<file path="src/rtl/fetch_prefetch_queue_pkg.sv">
// -----------------------------------------------------------------------------
// fetch_prefetch_queue_pkg
// Shared constants and types for the instruction prefetch stage.
//   INSTR_W          : instruction word width
//   RESET_PC_DEFAULT : default first fetch address after reset
//   PC_INCR          : sequential fetch stride in bytes
//   NOP_INSTR        : instruction value presented while the queue is empty
//   fetch_entry_t    : one queue entry, instruction word plus its PC+4
//   word_align()     : clears the byte-offset bits of a fetch address
// -----------------------------------------------------------------------------
package fetch_prefetch_queue_pkg;

    localparam int          INSTR_W          = 32;
    localparam logic [31:0] RESET_PC_DEFAULT = 32'h0000_0000;
    localparam logic [31:0] PC_INCR          = 32'h0000_0004;
    localparam logic [31:0] NOP_INSTR        = 32'h0000_0000;

    typedef struct packed {
        logic [INSTR_W-1:0] instr;
        logic [31:0]        pc4;
    } fetch_entry_t;

    // Instruction fetches are always word aligned; low address bits are dropped
    function automatic logic [31:0] word_align(input logic [31:0] pc);
        return pc & 32'hFFFF_FFFC;
    endfunction

endpackage

</file>
<file path="src/rtl/fetch_fifo.sv">
// -----------------------------------------------------------------------------
// fetch_fifo
// DEPTH-entry synchronous FIFO of fetch_entry_t with flush.
//   clk, rst_n  : clock, asynchronous active-low reset
//   push        : write push_data at tail (ignored when full without a pop)
//   push_data   : entry to enqueue
//   pop         : remove head entry (ignored when empty)
//   flush       : empty the queue; wins over push and pop in the same cycle
//   head_data   : head entry, NOP/zero while empty
//   count       : current occupancy, 0..DEPTH
// -----------------------------------------------------------------------------
module fetch_fifo
    import fetch_prefetch_queue_pkg::*;
#(
    parameter int DEPTH = 4
) (
    input  logic                         clk,
    input  logic                         rst_n,
    input  logic                         push,
    input  fetch_entry_t                 push_data,
    input  logic                         pop,
    input  logic                         flush,
    output fetch_entry_t                 head_data,
    output logic [$clog2(DEPTH+1)-1:0]   count
);

    localparam int PTR_W = $clog2(DEPTH);
    localparam int CNT_W = $clog2(DEPTH + 1);

    fetch_entry_t     mem_r [DEPTH];
    logic [PTR_W-1:0] wr_ptr_r;
    logic [PTR_W-1:0] rd_ptr_r;
    logic [CNT_W-1:0] count_r;
    logic             push_ok_s;
    logic             pop_ok_s;

    // Pop needs data; push needs room unless a pop frees a slot this cycle
    always_comb begin
        pop_ok_s  = pop && (count_r != {CNT_W{1'b0}});
        push_ok_s = push && ((count_r != CNT_W'(DEPTH)) || pop_ok_s);
    end

    // Pointer and occupancy state; flush returns the queue to empty
    always_ff @(posedge clk or negedge rst_n) begin
        if (!rst_n) begin
            wr_ptr_r <= {PTR_W{1'b0}};
            rd_ptr_r <= {PTR_W{1'b0}};
            count_r  <= {CNT_W{1'b0}};
        end else if (flush) begin
            wr_ptr_r <= {PTR_W{1'b0}};
            rd_ptr_r <= {PTR_W{1'b0}};
            count_r  <= {CNT_W{1'b0}};
        end else begin
            if (push_ok_s) begin
                wr_ptr_r <= wr_ptr_r + PTR_W'(1);
            end
            if (pop_ok_s) begin
                rd_ptr_r <= rd_ptr_r + PTR_W'(1);
            end
            case ({push_ok_s, pop_ok_s})
                2'b10:   count_r <= count_r + CNT_W'(1);
                2'b01:   count_r <= count_r - CNT_W'(1);
                default: count_r <= count_r;
            endcase
        end
    end

    // Entry storage; contents need no reset because the head is masked while empty
    always_ff @(posedge clk) begin
        if (push_ok_s && !flush) begin
            mem_r[wr_ptr_r] <= push_data;
        end
    end

    // Head presentation: stored entry when occupied, NOP with zero PC+4 otherwise
    always_comb begin
        if (count_r != {CNT_W{1'b0}}) begin
            head_data = mem_r[rd_ptr_r];
        end else begin
            head_data.instr = NOP_INSTR;
            head_data.pc4   = 32'h0000_0000;
        end
    end

    assign count = count_r;

endmodule

</file>
<file path="src/rtl/fetch_prefetch_queue.sv">
// -----------------------------------------------------------------------------
// fetch_prefetch_queue
// Instruction prefetch stage between a request/response instruction memory and
// the IF/ID register. Issues sequential word fetches while credit allows,
// queues returned words with their PC+4, and flushes on redirects while
// discarding responses still in flight.
//   clk, reset            : clock, asynchronous active-low reset
//   redirect_valid/_pc    : taken branch/jump; flush and refetch from redirect_pc
//   imem_req/_addr        : fetch request and word-aligned address
//   imem_ready            : memory accepts request this cycle
//   imem_rvalid/_rdata    : in-order response and instruction word
//   out_valid/_instr/_pc4 : queue head presented to IF/ID
//   out_ready             : IF/ID write enable, pops the head
//   proto_err             : sticky, response seen with nothing outstanding
// -----------------------------------------------------------------------------
module fetch_prefetch_queue
    import fetch_prefetch_queue_pkg::*;
#(
    parameter int          DEPTH    = 4,
    parameter logic [31:0] RESET_PC = RESET_PC_DEFAULT
) (
    input  logic               clk,
    input  logic               reset,
    input  logic               redirect_valid,
    input  logic [31:0]        redirect_pc,
    output logic               imem_req,
    output logic [31:0]        imem_addr,
    input  logic               imem_ready,
    input  logic               imem_rvalid,
    input  logic [INSTR_W-1:0] imem_rdata,
    output logic               out_valid,
    output logic [INSTR_W-1:0] out_instr,
    output logic [31:0]        out_pc4,
    input  logic               out_ready,
    output logic               proto_err
);

    localparam int               CNT_W        = $clog2(DEPTH + 1);
    localparam int               CRD_W        = CNT_W + 1;
    localparam logic [CRD_W-1:0] CREDIT_LIMIT = CRD_W'(DEPTH);

    logic [31:0]      fetch_pc_r;
    logic [31:0]      resp_pc_r;
    logic [CNT_W-1:0] outstanding_r;
    logic [CNT_W-1:0] discard_r;
    logic             proto_err_r;
    logic             active_r;

    logic [31:0]      fetch_pc_nxt_s;
    logic [31:0]      resp_pc_nxt_s;
    logic [CNT_W-1:0] outstanding_nxt_s;
    logic [CNT_W-1:0] discard_nxt_s;

    logic [CNT_W-1:0] fifo_count_s;
    logic [CRD_W-1:0] credit_sum_s;
    logic             accept_s;
    logic             rsp_s;
    logic             stray_rsp_s;
    logic             push_s;
    logic             pop_s;
    fetch_entry_t     push_data_s;
    fetch_entry_t     head_s;

    // Issue/response/pop qualification; credit uses registered occupancy only,
    // so out_ready never reaches imem_req combinationally
    always_comb begin
        credit_sum_s = CRD_W'(fifo_count_s) + CRD_W'(outstanding_r);
        imem_req     = active_r && !redirect_valid && (credit_sum_s < CREDIT_LIMIT);
        accept_s     = imem_req && imem_ready;
        rsp_s        = imem_rvalid && (outstanding_r != {CNT_W{1'b0}});
        stray_rsp_s  = imem_rvalid && (outstanding_r == {CNT_W{1'b0}});
        push_s       = rsp_s && (discard_r == {CNT_W{1'b0}}) && !redirect_valid;
        pop_s        = out_valid && out_ready && !redirect_valid;
        push_data_s.instr = imem_rdata;
        push_data_s.pc4   = resp_pc_r + PC_INCR;
    end

    // Next PCs and credit counters; a redirect marks every response not
    // arriving this very cycle as stale
    always_comb begin
        fetch_pc_nxt_s    = fetch_pc_r;
        resp_pc_nxt_s     = resp_pc_r;
        outstanding_nxt_s = outstanding_r;
        discard_nxt_s     = discard_r;
        case ({accept_s, rsp_s})
            2'b10:   outstanding_nxt_s = outstanding_r + CNT_W'(1);
            2'b01:   outstanding_nxt_s = outstanding_r - CNT_W'(1);
            default: outstanding_nxt_s = outstanding_r;
        endcase
        if (redirect_valid) begin
            fetch_pc_nxt_s = word_align(redirect_pc);
            resp_pc_nxt_s  = word_align(redirect_pc);
            if (rsp_s) begin
                discard_nxt_s = outstanding_r - CNT_W'(1);
            end else begin
                discard_nxt_s = outstanding_r;
            end
        end else begin
            if (accept_s) begin
                fetch_pc_nxt_s = fetch_pc_r + PC_INCR;
            end else begin
                fetch_pc_nxt_s = fetch_pc_r;
            end
            if (push_s) begin
                resp_pc_nxt_s = resp_pc_r + PC_INCR;
            end else begin
                resp_pc_nxt_s = resp_pc_r;
            end
            if (rsp_s && (discard_r != {CNT_W{1'b0}})) begin
                discard_nxt_s = discard_r - CNT_W'(1);
            end else begin
                discard_nxt_s = discard_r;
            end
        end
    end

    // State registers; active_r holds off the first request until the first
    // clock edge after reset release
    always_ff @(posedge clk or negedge reset) begin
        if (!reset) begin
            fetch_pc_r    <= word_align(RESET_PC);
            resp_pc_r     <= word_align(RESET_PC);
            outstanding_r <= {CNT_W{1'b0}};
            discard_r     <= {CNT_W{1'b0}};
            proto_err_r   <= 1'b0;
            active_r      <= 1'b0;
        end else begin
            fetch_pc_r    <= fetch_pc_nxt_s;
            resp_pc_r     <= resp_pc_nxt_s;
            outstanding_r <= outstanding_nxt_s;
            discard_r     <= discard_nxt_s;
            active_r      <= 1'b1;
            if (stray_rsp_s) begin
                proto_err_r <= 1'b1;
            end
        end
    end

    fetch_fifo #(
        .DEPTH (DEPTH)
    ) u_fetch_fifo (
        .clk       (clk),
        .rst_n     (reset),
        .push      (push_s),
        .push_data (push_data_s),
        .pop       (pop_s),
        .flush     (redirect_valid),
        .head_data (head_s),
        .count     (fifo_count_s)
    );

    assign imem_addr = fetch_pc_r;
    assign out_valid = (fifo_count_s != {CNT_W{1'b0}});
    assign out_instr = head_s.instr;
    assign out_pc4   = head_s.pc4;
    assign proto_err = proto_err_r;

endmodule

</file>
<file path="config.mk">
export PLATFORM = sky130hd
export DESIGN_NAME = fetch_prefetch_queue
export DESIGN_NICKNAME = d
export VERILOG_FILES = /design/src/rtl/fetch_prefetch_queue_pkg.sv /design/src/rtl/fetch_fifo.sv /design/src/rtl/fetch_prefetch_queue.sv
export SDC_FILE = /design/constraint.sdc
export NUM_CORES = 1
export LEC_CHECK = 0
export CAP_MARGIN = 40
export CORE_MARGIN = 10
export CORE_UTILIZATION = 39
export DETAILED_ROUTE_END_ITERATION = 10
export GPL_TIMING_DRIVEN = 0
export MAX_ROUTING_LAYER = met4
export PLACE_DENSITY = 0.68
export SYNTH_ARGS = -nofsm -noshare
export SYNTH_HDL_FRONTEND = slang
export SYNTH_SLANG_ARGS = --single-unit
</file>
<file path="constraint.sdc">
create_clock -name clk -period 3.5 [get_ports clk]
set_input_delay 0.525 -clock clk [delete_from_list [all_inputs] [get_ports clk]]
set_output_delay 0.525 -clock clk [all_outputs]
set_load 0.01 [all_outputs]
</file>
## Word-level counts from Yosys, hierarchy flattened

Memories as Yosys holds them, arrays and structs flattened.
Cells that the tools add are included.

- Add/sub/neg operators: 10
- $lt $le $gt $ge: 1
- Equal/unequal tests: 5
- Multiplexer cells: 17
- Reduce and logical (&&, ||, !) cells: 27

Operators with widths:

| cell | number |
|---|---|
| two-way mux 32 bit | 4 |
| adder 32 x 3 -> 32 bit, second input constant | 2 |
| two-way mux 64 bit | 1 |
| logical AND 1 bit | 13 |
| two-way mux 3 bit | 4 |
| one-hot mux 3 bit (2 select lines) | 2 |
| nonzero test 2 bit | 6 |
| nonzero test 3 bit | 4 |
| subtractor 3 x 1 -> 3 bit, second input constant | 3 |
| two-way mux 2 bit | 4 |
| adder 3 x 1 -> 3 bit, second input constant | 2 |
| zero test 3 bit | 2 |
| adder 2 x 1 -> 2 bit, second input constant | 2 |
| adder 3 x 3 -> 4 bit | 1 |
| == test 2 x 1 -> 1 bit, second input constant | 2 |
| == test 2 bit, second input constant | 2 |
| < comparator 4 x 3 -> 1 bit, second input constant | 1 |
| != test 3 bit, second input constant | 1 |
| two-way mux 1 bit | 2 |
| zero test 1 bit | 1 |
| logical OR 1 bit | 1 |

- Register bits: 79
- Memory bits (writable): 256
- Input port bits: 70
- Output and inout port bits: 99
- Logic and storage cells: 70
- Memories kept: 1

Memories:

| name | depth | bits a word | read ports | clocked after memory_dff | wr ports | RTL line | source |
|---|---|---|---|---|---|---|---|
| u_fetch_fifo.mem_r | 4 | 64 | 1 | 0 | 1 | fetch_fifo.sv:30 | `fetch_entry_t mem_r [DEPTH];` |

## Longest topological paths before layout

Gate-level depths: netlist of run 1.

- Word-level depth: 9
- Gate-level depth with buffers: 10
- Gate-level depth less buffers: 10

## Modules after synthesis

A second synthesis of run 1 with hierarchy kept.

- Cells, all modules: 979
- Area total of the unflattened synthesis: 14854.2 µm²

By module, submodules not included:

| module | times used | cells each | area each (µm²) | sequential area each (µm²) |
|---|---|---|---|---|
| fetch_fifo | 1 | 467 | 10209.8 | 7862.5 |
| fetch_prefetch_queue | 1 | 512 | 4644.5 | 1701.6 |

## Least setup slack after synthesis of run 1

OpenSTA, ideal clock, no wires.

- Path kind: reg-to-reg
- Start: reg outstanding_r[0]
- End: mem u_fetch_fifo.mem_r[1][10] (netlist bit) (enable)
- Library setup time: 0.426 ns
- Arrival time: 3.342 ns
- Data required time: 3.074 ns
- Slack: -0.269 ns
- Stages on the path, launching flop included: 9
- Buffers on the path: 2
- Period minus slack after synthesis: 3.769 ns
- Path through: dfrtp_1 -> inv_1 -> ha_1 -> nor2b_1 -> or3_1 -> buf_2 -> buf_2 -> nor2_1 -> and2_1

- Word-level cells in the longest chain between the ends: 8

Ends and longest elaborated chain:

| item | RTL line | source |
|---|---|---|
| start, declared | fetch_prefetch_queue.sv:44 | `logic [CNT_W-1:0] outstanding_r;` |
| start signal, assigned | fetch_prefetch_queue.sv:123 | `outstanding_r <= {CNT_W{1'b0}};` |
| start signal, assigned | fetch_prefetch_queue.sv:130 | `outstanding_r <= outstanding_nxt_s;` |
| nonzero test 3 bit | fetch_prefetch_queue.sv:70 | `rsp_s = imem_rvalid && (outstanding_r != {CNT_W{1'b0}});` |
| logical AND 1 bit | fetch_prefetch_queue.sv:70 |  |
| logical AND 1 bit (2 in a row) | fetch_prefetch_queue.sv:72 | `push_s = rsp_s && (discard_r == {CNT_W{1'b0}}) && !redirect_valid;` |
| logical AND 1 bit | fetch_fifo.sv:40 | `push_ok_s = push && ((count_r != CNT_W'(DEPTH)) \|\| pop_ok_s);` |
| logical AND 1 bit | fetch_fifo.sv:70 | `if (push_ok_s && !flush) begin` |
| two-way mux 1 bit | fetch_fifo.sv:70 |  |
| two-way mux 1 bit (not written as such) | fetch_fifo.sv:71 | `mem_r[wr_ptr_r] <= push_data;` |
| end, declared | fetch_fifo.sv:30 |  |

No other way between the ends.

## Worst setup path after layout of run 1

- Start: reg u_fetch_fifo.rd_ptr_r[1]
- End: out out_pc4[15]

- Word-level cells in the longest chain between the ends: 2

Ends and longest elaborated chain:

| item | RTL line | source |
|---|---|---|
| start, declared | fetch_fifo.sv:32 | `logic [PTR_W-1:0] rd_ptr_r;` |
| start signal, assigned | fetch_fifo.sv:47 | `rd_ptr_r <= {PTR_W{1'b0}};` |
| start signal, assigned | fetch_fifo.sv:51 | `rd_ptr_r <= {PTR_W{1'b0}};` |
| start signal, assigned | fetch_fifo.sv:58 | `rd_ptr_r <= rd_ptr_r + PTR_W'(1);` |
| memory (4 x 64 bit) | - |  |
| two-way mux 64 bit | fetch_fifo.sv:77 | `if (count_r != {CNT_W{1'b0}}) begin` |
| end, declared | fetch_prefetch_queue.sv:33 | `output logic [31:0] out_pc4,` |

No other way between the ends.

==> results of run 1 <==
routing by layer:
layer	up-vias	track usage, %	part of all wire, %	routed length (um)
li1	4026	-	-	-
met1	4273	20.9	46	15200
met2	307	23.3	46	15100
met3	46	2.77	6.1	2000
met4	0	3.80	1.7	562
met5	-	-	0	0
metrics by stage:
stage                     utilization [%]  total power [uW]  setup WS [ns]  cell area [sq um]
after floorplan                         -              6320          0.396              14200
after global placement               46.0              7690         -0.891              16400
after detailed placement             46.4              7730         0.0236              16600
after CTS                            49.6             11400          0.115              17700
after global routing                 49.6             11800         0.0206              17700
final                                49.6             11200          0.196              17700
repair_timing:
item | 4_1_cts | 5_1_grt
hold buffers | 1 | 0
buffers inserted | 0 | 0
gates resized for setup | 7 | 0
setup endpoints to repair | 59 | 0
endpoints found under the hold margin | 17 | 0
power by group through the flow:
stage / Combinational, uW / Clock (uW) / Sequential [uW]
2_1_floorplan: 1690 / 0 / 4630
3_3_place_gp: 3040 / 0 / 4650
3_5_place_dp: 3090 / 0 / 4650
4_1_cts: 3070 / 3710 / 4600
5_1_grt: 3280 / 3880 / 4630
6_report: 2990 / 3620 / 4600
worst max-delay path by stage:
stage | startpoint | endpoint | slack (ns)
6_report | u_fetch_fifo.rd_ptr_r[1] | out_pc4[15] | 0.20
5_1_grt | u_fetch_fifo.count[0] | out_pc4[14] | 0.02
4_1_cts | u_fetch_fifo.count[0] | out_pc4[22] | 0.11
3_5_place_dp | imem_rvalid | u_fetch_fifo.mem_r[0][35] | 0.02
3_3_place_gp | reset | u_fetch_fifo.count[2] | -0.89
2_1_floorplan | outstanding_r[0] | u_fetch_fifo.mem_r[0][10] | 0.40
cell type report:
cell class                      instances  share of cell area [%]
Timing Repair Buffer                  169                    10.0
Sequential cell                       323                    52.6
Tap cell                              461                    3.25
Clock inverter                         16                   0.839
Buffer                                 52                    1.40
Clock buffer                           49                    5.59
Multi-Input combinational cell        562                    26.1
Inverter                               12                   0.254
registers in the layout, summed over array words and instances (netlist names):
signal                 flops
u_fetch_fifo.mem_r       248
u_fetch_fifo.count         3
proto_err                  1
imem_addr                 30
outstanding_r              3
u_fetch_fifo.rd_ptr_r      2
discard_r                  3
resp_pc_r                 30
active_r                   1
u_fetch_fifo.wr_ptr_r      2
critical path: stages, from the launching register on:
cell             delay (ns)
dfrtp_1                0.32
clkbuf_1               0.47
clkbuf_2               0.40
mux4_2                 0.37
and2_1                 0.18
clkdlybuf4s50_1        0.53
cell usage after synthesis (3+ instances only):
master and instances:
nand3_1 27, a31oi_1 7, and2_1 73, mux2i_1 4
a211oi_1 4, nor3_2 4, inv_1 11, o311ai_0 7
xnor2_1 41, and3_1 17, o21ai_0 36, o21ai_1 4
buf_4 7, nand4_1 25, ha_1 14, nor4_1 3
nand2b_1 5, nor3_1 11, nor2_1 41, a21oi_1 12
nor4_2 5, and4_1 9, nand3b_1 4, buf_2 14
nand2_1 66, mux2_2 3, clkbuf_1 30, mux4_2 62
dfrtp_1 75, xor2_1 26, o211ai_1 12, or3_1 3
edfxtp_1 248
kinds of logic (layout without fill, tap and decap cells):
logic type      Yosys count  after routing  share of synthesized area, %
mux                      69             69                          10.3
flops                   323            323                          65.6
compound gates          100            100                          4.50
other cells               2              5                        0.0528
xor+xnor                 67             67                          4.13
simple gates            306            306                          12.0
buf+inv                  66            298                          2.06
fa+ha+maj                15             15                          1.37
==> flow_summary.yaml, run 1 <==
outcome:
  outcome: "completed"
setup_path:
  critPathLaunchType: "flop"
  required_ns: 2.97
  worst-r2r-cell-count: 9
  timing.rr.start: "outstanding_r[0]"
  cp.arrival_ns: 2.78
  r2r-end: "u_fetch_fifo.mem_r[0][46]"
  crit_type: "flop to output port"
  critPathCaptureType: "output port"
  crit_path_max_fanout: 10
  rrSetupSlack_ns: 0.29
timing:
  period_needed_ns: 3.30
  worstMarginPinSlew_ns: 0.709
  tns_ns: 0
  fin_hold_ws_ns: 0.445
  setup_viol: 0
  fin_crit_sh_pct: 94.4
  hold_violations: 0
  fin_skew_ns: 0.0170
  fmax_mhz: 303
  maxSlewHeadroom_pct: 52.3
  rsz0062_at_grt: "no"
  slew_violations: 0
route:
  num_vias: 8652
  avgViaCountPerCell: 5.26
  drtIter0Drc: 589
  drc: 0
  wl_per_cell_um: 20.0
  wl_um: 32900
  ant_nets: 0
  drtPass1Iterations: 5
place:
  gp_congestion: 0.863
  placed_cells: 1580
  place_hpwl_um: 22700
  port_buffers: 162
global_route:
  grt_pass1_wl_um: 51900
  antenna_found_initial: 0
  grt_max_degree: 59
  grtUsageTotal_pct: 15.3
  grt_overflow: 0
  grt_pass1_vias: 9009
floorplanning:
  core.rowCount: 69
  initial_core_util_pct: 39.8
  die_x_um: 211
  dieArea_sq_um: 44500
  die_y_um: 211
  ioPinCount: 169
  fp.coreArea_sq_um: 35700
pwr:
  p_leak_uw: 0.00599
  seq_power_share_pct: 41.0
  comb_power_share_pct: 26.7
  clock_power_share_pct: 32.3
  powerDensity_nw_per_um2: 632
  p_switching_uw: 3120
  swShare_pct: 27.9
  max-vdd-ir-drop_uv: 260
  p_int_uw: 8090
clock_tree:
  clockBufferDepth: 3
  cts.clk_slew.worst_paths_ns: 0.06
  h-tree-depth: 2
  clkLatencyLatePin_ns: 0.51
  root_buffer: "clkbuf_16"
  numCtsBuffers: 36
  cts_sinks: 323
  tritoncts: "yes"
yosys:
  avgSynthCellArea_sq_um: 15.0
  ys_ff_latch: 323
  yosys_warnings: 0
  synth_top_cell_by_area: "edfxtp_1"
  ys_seq_area_share_pct: 65.6
  synth_cells: 948
  synth_cell_types: 60
  netlist.area_leader.share_pct: 52.4
  synth_ff_type: "edfxtp_1"
  synth_area_leaders: "edfxtp_1, dfrtp_1, mux4_2"
  synth_enable_flop_cells: 248
  synthArstFlopShare_pct: 23.2
  syn-cell-area_sq_um: 14200
finish:
  final_nets: 1241
  layout_commonest_cell: "edfxtp_1"
  final_cells: 1644
  n_fill_cell: 3028
  seq_area_sq_um: 9330
  drive_gt1_share_pct: 14.6
  syn_to_final_growth_pct: 24.7
  mostFrequentLayoutCells: "edfxtp_1, clkdlybuf4s50_1, dfrtp_1, and2_1, nand2_1"
  multi_input_area_sq_um: 4630
  antennaDiodeCount: 0
min_path:
  min_path_type: "input port to async pin"
job:
  maxCapViolCount: 0
No activity file was read; power rests on OpenSTA's default activity.
==> inputs of run 2 (changes only) <==
--- a/constraint.sdc
+++ b/constraint.sdc
@@ -3,2 +3,2 @@
 set_output_delay 0.525 -clock clk [all_outputs]
-set_load 0.01 [all_outputs]
+set_load 0.05 [all_outputs]
==> run 2 against run 1 <==
Total power increased by 10%. Non-clock buffer count is 1 lower. Cell area is essentially flat. Sequential cell count unchanged. Clock power about the same. Die area stayed put. Sequential power hardly changed. Via count rose by 0.29%. Clock skew rose by 0.00094 ns. Maximum frequency decreased by 3.8%. Combinational power increased by 38%. Critical path depth shrank 1.
==> flow_summary.yaml, run 2 (synthesis results as in run 1) <==
outcome:
  outcome: "completed"
timing:
  fin_crit_sh_pct: 98.1
  fmax_mhz: 291
  fin_skew_ns: 0.0180
  rsz0062_at_grt: "yes"
  maxSlewHeadroom_pct: 52.1
  worstMarginPinSlew_ns: 0.712
  fin_hold_ws_ns: 0.441
  hold_violations: 0
  period_needed_ns: 3.43
  finalWorstSetupSlack_ns: 0.0664
  setup_viol: 0
  slew_violations: 0
setup_path:
  cp.arrival_ns: 2.91
  worst-r2r-cell-count: 9
  critPathMaxStageDelay_ns: 0.70
  cp_num_cells: 4
  critPathCaptureType: "output port"
  crit_path_end: "out_pc4[10]"
  crit_family: "buffers and inverters"
  crit_type: "flop to output port"
  required_ns: 2.97
  timing.rr.start: "outstanding_r[0]"
  crit_chain: "buf_2, mux4_2, and2_1, clkdlybuf4s50_1"
  crit_buf_inv: 2
  r2r-end: "u_fetch_fifo.mem_r[0][46]"
  crit_path_max_fanout: 10
  critPathLaunchType: "flop"
  crit_slowest_cell: "clkdlybuf4s50_1"
  critPathLaunch: "u_fetch_fifo.rd_ptr_r[0]"
  rrSetupSlack_ns: 0.30
finish:
  finalCoreUtilization_pct: 49.6
  final_nets: 1240
  final_cells: 1643
  antennaDiodeCount: 0
  syn_to_final_growth_pct: 24.8
  drive_gt1_share_pct: 14.7
  layout_commonest_cell: "edfxtp_1"
  mostFrequentLayoutCells: "edfxtp_1, clkdlybuf4s50_1, dfrtp_1, and2_1, nand2_1"
  largest_reg_flops: 248
  largest_register: "u_fetch_fifo.mem_r"
route:
  drc: 0
  drtIter0Drc: 541
  ant_nets: 0
  num_vias: 8677
  avgViaCountPerCell: 5.28
  wl_per_cell_um: 20.0
  wl_um: 32900
  drtPass1Iterations: 5
clock_tree:
  numCtsBuffers: 36
  cts_sinks: 323
  cts_setup_buffers: 0
  root_buffer: "clkbuf_16"
  clockBufferDepth: 3
  h-tree-depth: 2
  tritoncts: "yes"
  clkLatencyLatePin_ns: 0.51
  cts.clk_slew.worst_paths_ns: 0.06
global_route:
  antenna_found_initial: 0
  grt_overflow: 0
  grtUsageTotal_pct: 15.3
  grt_pass1_vias: 8994
  grt_pass1_wl_um: 51900
  grt_max_degree: 59
min_path:
  min_path_type: "input port to async pin"
pwr:
  powerDensity_nw_per_um2: 696
  report.power.total_uw: 12300
  max-vdd-ir-drop_uv: 281
  p_leak_uw: 0.00601
floorplanning:
  ioPinCount: 169
  dieArea_sq_um: 44500
  die_x_um: 211
  die_y_um: 211
  initial_core_util_pct: 39.8
  fp.coreArea_sq_um: 35700
  core.rowCount: 69
place:
  placed_cells: 1580
  port_buffers: 162
  dp_slack_ns: 0.0236
  gp_congestion: 0.863
  place_hpwl_um: 22700
job:
  maxCapViolCount: 0
==> run 2: layout make-up <==
| class | instances | area, sq um |
|---|---|---|
| buffer | 51 | 251 |
| clock buffer | 49 | 991 |
| clock inverter | 16 | 149 |
| fill | 3030 | 18000 |
| inverter | 12 | 45.0 |
| multi-input combinational | 562 | 4630 |
| sequential | 323 | 9330 |
| tap | 461 | 577 |
| timing repair buffer | 169 | 1770 |
==> run 2: worst register-to-register path, cell delays in order, from the launching register on <==
cell	delay [ns]
dfrtp_1	0.41
inv_1	0.10
ha_1	0.23
nor2b_1	0.19
or3_1	0.35
buf_2	0.22
buf_2	0.24
nor2_1	0.41
and2_4	0.36
buf_16	0.31
==> run 2: repair_timing <==
item / 4_1_cts / 5_1_grt
hold buffers: 1 / 0
gates resized for setup: 13 / 2
pin swaps: 0 / 0
cloned: 0 / 0
setup endpoints to repair: 60 / 45
endpoints found under the hold margin: 17 / 0
==> run 2: worst min path at each step <==
stage               from             to  slack [ns]  cells after the start
2_1_floorplan      reset       active_r        0.23                      0
3_3_place_gp   proto_err      proto_err        0.44                      1
5_1_grt            reset  imem_addr[26]        0.44                      2
3_5_place_dp       reset  imem_addr[26]        0.43                      1
4_1_cts            reset  imem_addr[26]        0.43                      2
6_report           reset  imem_addr[26]        0.44                      2
==> run 2: per-layer routing <==
metal / track usage [%] / vias to the layer above / wire length (um)
li1: - / 4026 / -
met1: 20.9 / 4288 / 15300
met2: 23.3 / 317 / 15100
met3: 2.77 / 46 / 1900
met4: 3.80 / 0 / 561
met5: - / - / 0
==> run 2: report_power, final <==
| group | switching (uW) | internal [uW] |
|---|---|---|
| sequential | 214 | 4390 |
| combinational | 2580 | 1540 |
| clock | 1470 | 2150 |
| total | 4260 | 8080 |
==> run 2: through the flow <==
stage,setup TNS (ns),cell area [sq um]
final,0,17700
after global routing,-0.987,17700
after CTS,-0.0594,17700
after detailed placement,0,16600
after global placement,-242.89,16400
after floorplan,0,14200
==> inputs of run 3 (changes only) <==
CTS_CLUSTER_SIZE = 10   (was not set)
==> run 3 against run 2 <==
Worst hold slack lost 0.0058 ns. Count of clock-buffer cells in the layout grew 13. Sequential cell count is the same. Highest routed layer unchanged.
==> flow_summary.yaml, run 3 (synthesis results as in run 1) <==
pwr:
  comb_power_share_pct: 33.5
  p_switching_uw: 4240
  clock_power_share_pct: 29.2
  max-vdd-ir-drop_uv: 302
  p_int_uw: 8100
  seq_power_share_pct: 37.3
  p_leak_uw: 0.00599
  powerDensity_nw_per_um2: 696
  swShare_pct: 34.4
floorplanning:
  die_y_um: 211
  initial_core_util_pct: 39.8
  fp.coreArea_sq_um: 35700
  dieArea_sq_um: 44500
  core.rowCount: 69
  ioPinCount: 169
  die_x_um: 211
route:
  drtIter0Drc: 510
  avgViaCountPerCell: 5.29
  wl_per_cell_um: 20.0
  ant_nets: 0
  num_vias: 8689
  drtPass1Iterations: 5
  wl_um: 32900
  drc: 0
timing:
  fmax_mhz: 300
  slew_violations: 0
  finalWorstSetupSlack_ns: 0.161
  fin_skew_ns: 0.0213
  maxSlewHeadroom_pct: 50.6
  setup_viol: 0
  hold_violations: 0
  tns_ns: 0
  worstMarginPinSlew_ns: 0.735
  period_needed_ns: 3.34
  rsz0062_at_grt: "no"
  fin_crit_sh_pct: 95.4
job:
  maxCapViolCount: 0
finish:
  final_cells: 1643
  largest_register: "u_fetch_fifo.mem_r"
  final_nets: 1243
  mostFrequentLayoutCells: "edfxtp_1, clkdlybuf4s50_1, dfrtp_1, and2_1, nand2_1"
  antennaDiodeCount: 0
  syn_to_final_growth_pct: 24.8
  finalCoreUtilization_pct: 49.7
  layout_commonest_cell: "edfxtp_1"
  largest_reg_flops: 248
  final_area_sq_um: 17700
  drive_gt1_share_pct: 14.1
setup_path:
  required_ns: 2.97
  crit_slowest_cell: "clkdlybuf4s50_1"
  critPathMaxStageDelay_ns: 0.76
  cp.arrival_ns: 2.81
  crit_family: "buffers and inverters"
  critPathCaptureType: "output port"
  critPathLaunchType: "flop"
  crit_path_max_fanout: 10
  crit_buf_inv: 2
  crit_chain: "buf_4, mux4_2, and2_1, clkdlybuf4s50_1"
  crit_type: "flop to output port"
global_route:
  grtUsageTotal_pct: 15.3
  use_met2_pct: 23.2
  grtUsageMet3_pct: 2.72
  busiest_layer: "met2"
  grt_pass1_vias: 9065
  grt_util_met1_pct: 20.8
  grt_max_degree: 59
  grt_pass1_wl_um: 52000
  antenna_found_initial: 0
  grt_overflow: 0
place:
  place_hpwl_um: 22700
  port_buffers: 162
  placed_cells: 1580
  placed_area_sq_um: 16600
  gp_congestion: 0.863
  dp_slack_ns: 0.0236
clock_tree:
  h-tree-depth: 2
  cts_sinks: 323
  root_buffer: "clkbuf_16"
  tritoncts: "yes"
  clkLatencyLatePin_ns: 0.52
  cts.clk_slew.worst_paths_ns: 0.06
  numCtsBuffers: 39
  clockBufferDepth: 3
min_path:
  min_path_type: "input port to async pin"
outcome:
  outcome: "completed"
==> run 3: final timing paths <==
path	start	endpoint	slack [ns]	depth (start not counted)
setup / recovery	u_fetch_fifo.rd_ptr_r[0]	out_pc4[19]	0.16	4
hold / removal	reset	imem_addr[26]	0.44	2
setup reg to reg	outstanding_r[0]	u_fetch_fifo.mem_r[0][59]	0.28	9
hold reg to reg	proto_err	proto_err	0.45	1
max in group asynchronous	reset	u_fetch_fifo.rd_ptr_r[0]	2.46	3
min in group clk	proto_err	proto_err	0.45	1
==> run 3: power groups by stage <==
stage	sequential [uW]	clock, uW	combinational (uW)
2_1_floorplan	4780	0	2680
3_3_place_gp	4650	0	4170
3_5_place_dp	4650	0	4220
4_1_cts	4610	3690	4220
5_1_grt	4630	3850	4430
6_report	4610	3600	4140
==> run 3: what timing repair did <==
action,CTS,global route
endpoints found under the setup margin,60,0
gates resized for setup,16,0
endpoints found under the hold margin,17,0
buffers inserted,0,0
hold buffers,1,0
==> run 3: routing by layer <==
layer	vias to the layer above	routed length, um
li1	4029	-
met1	4303	15100
met2	307	15200
met3	50	1920
met4	0	669
met5	-	0
==> run 3: metrics by stage <==
stage / hold WS (ns) / total power (uW)
4_1_cts: 0.419 / 12500
3_3_place_gp: 0.442 / 8820
3_5_place_dp: 0.429 / 8870
5_1_grt: 0.444 / 12900
2_1_floorplan: 0.229 / 7450
6_report: 0.436 / 12300
==> run 3: final cells by class <==
type                       instances  area (sq um)
fill                            3041         18000
clock inverter                     3          30.0
sequential                       323          9330
tap                              461           577
multi-input combinational        562          4630
clock buffer                      62          1100
timing repair buffer             169          1780
buffer                            51           259
inverter                          12          45.0
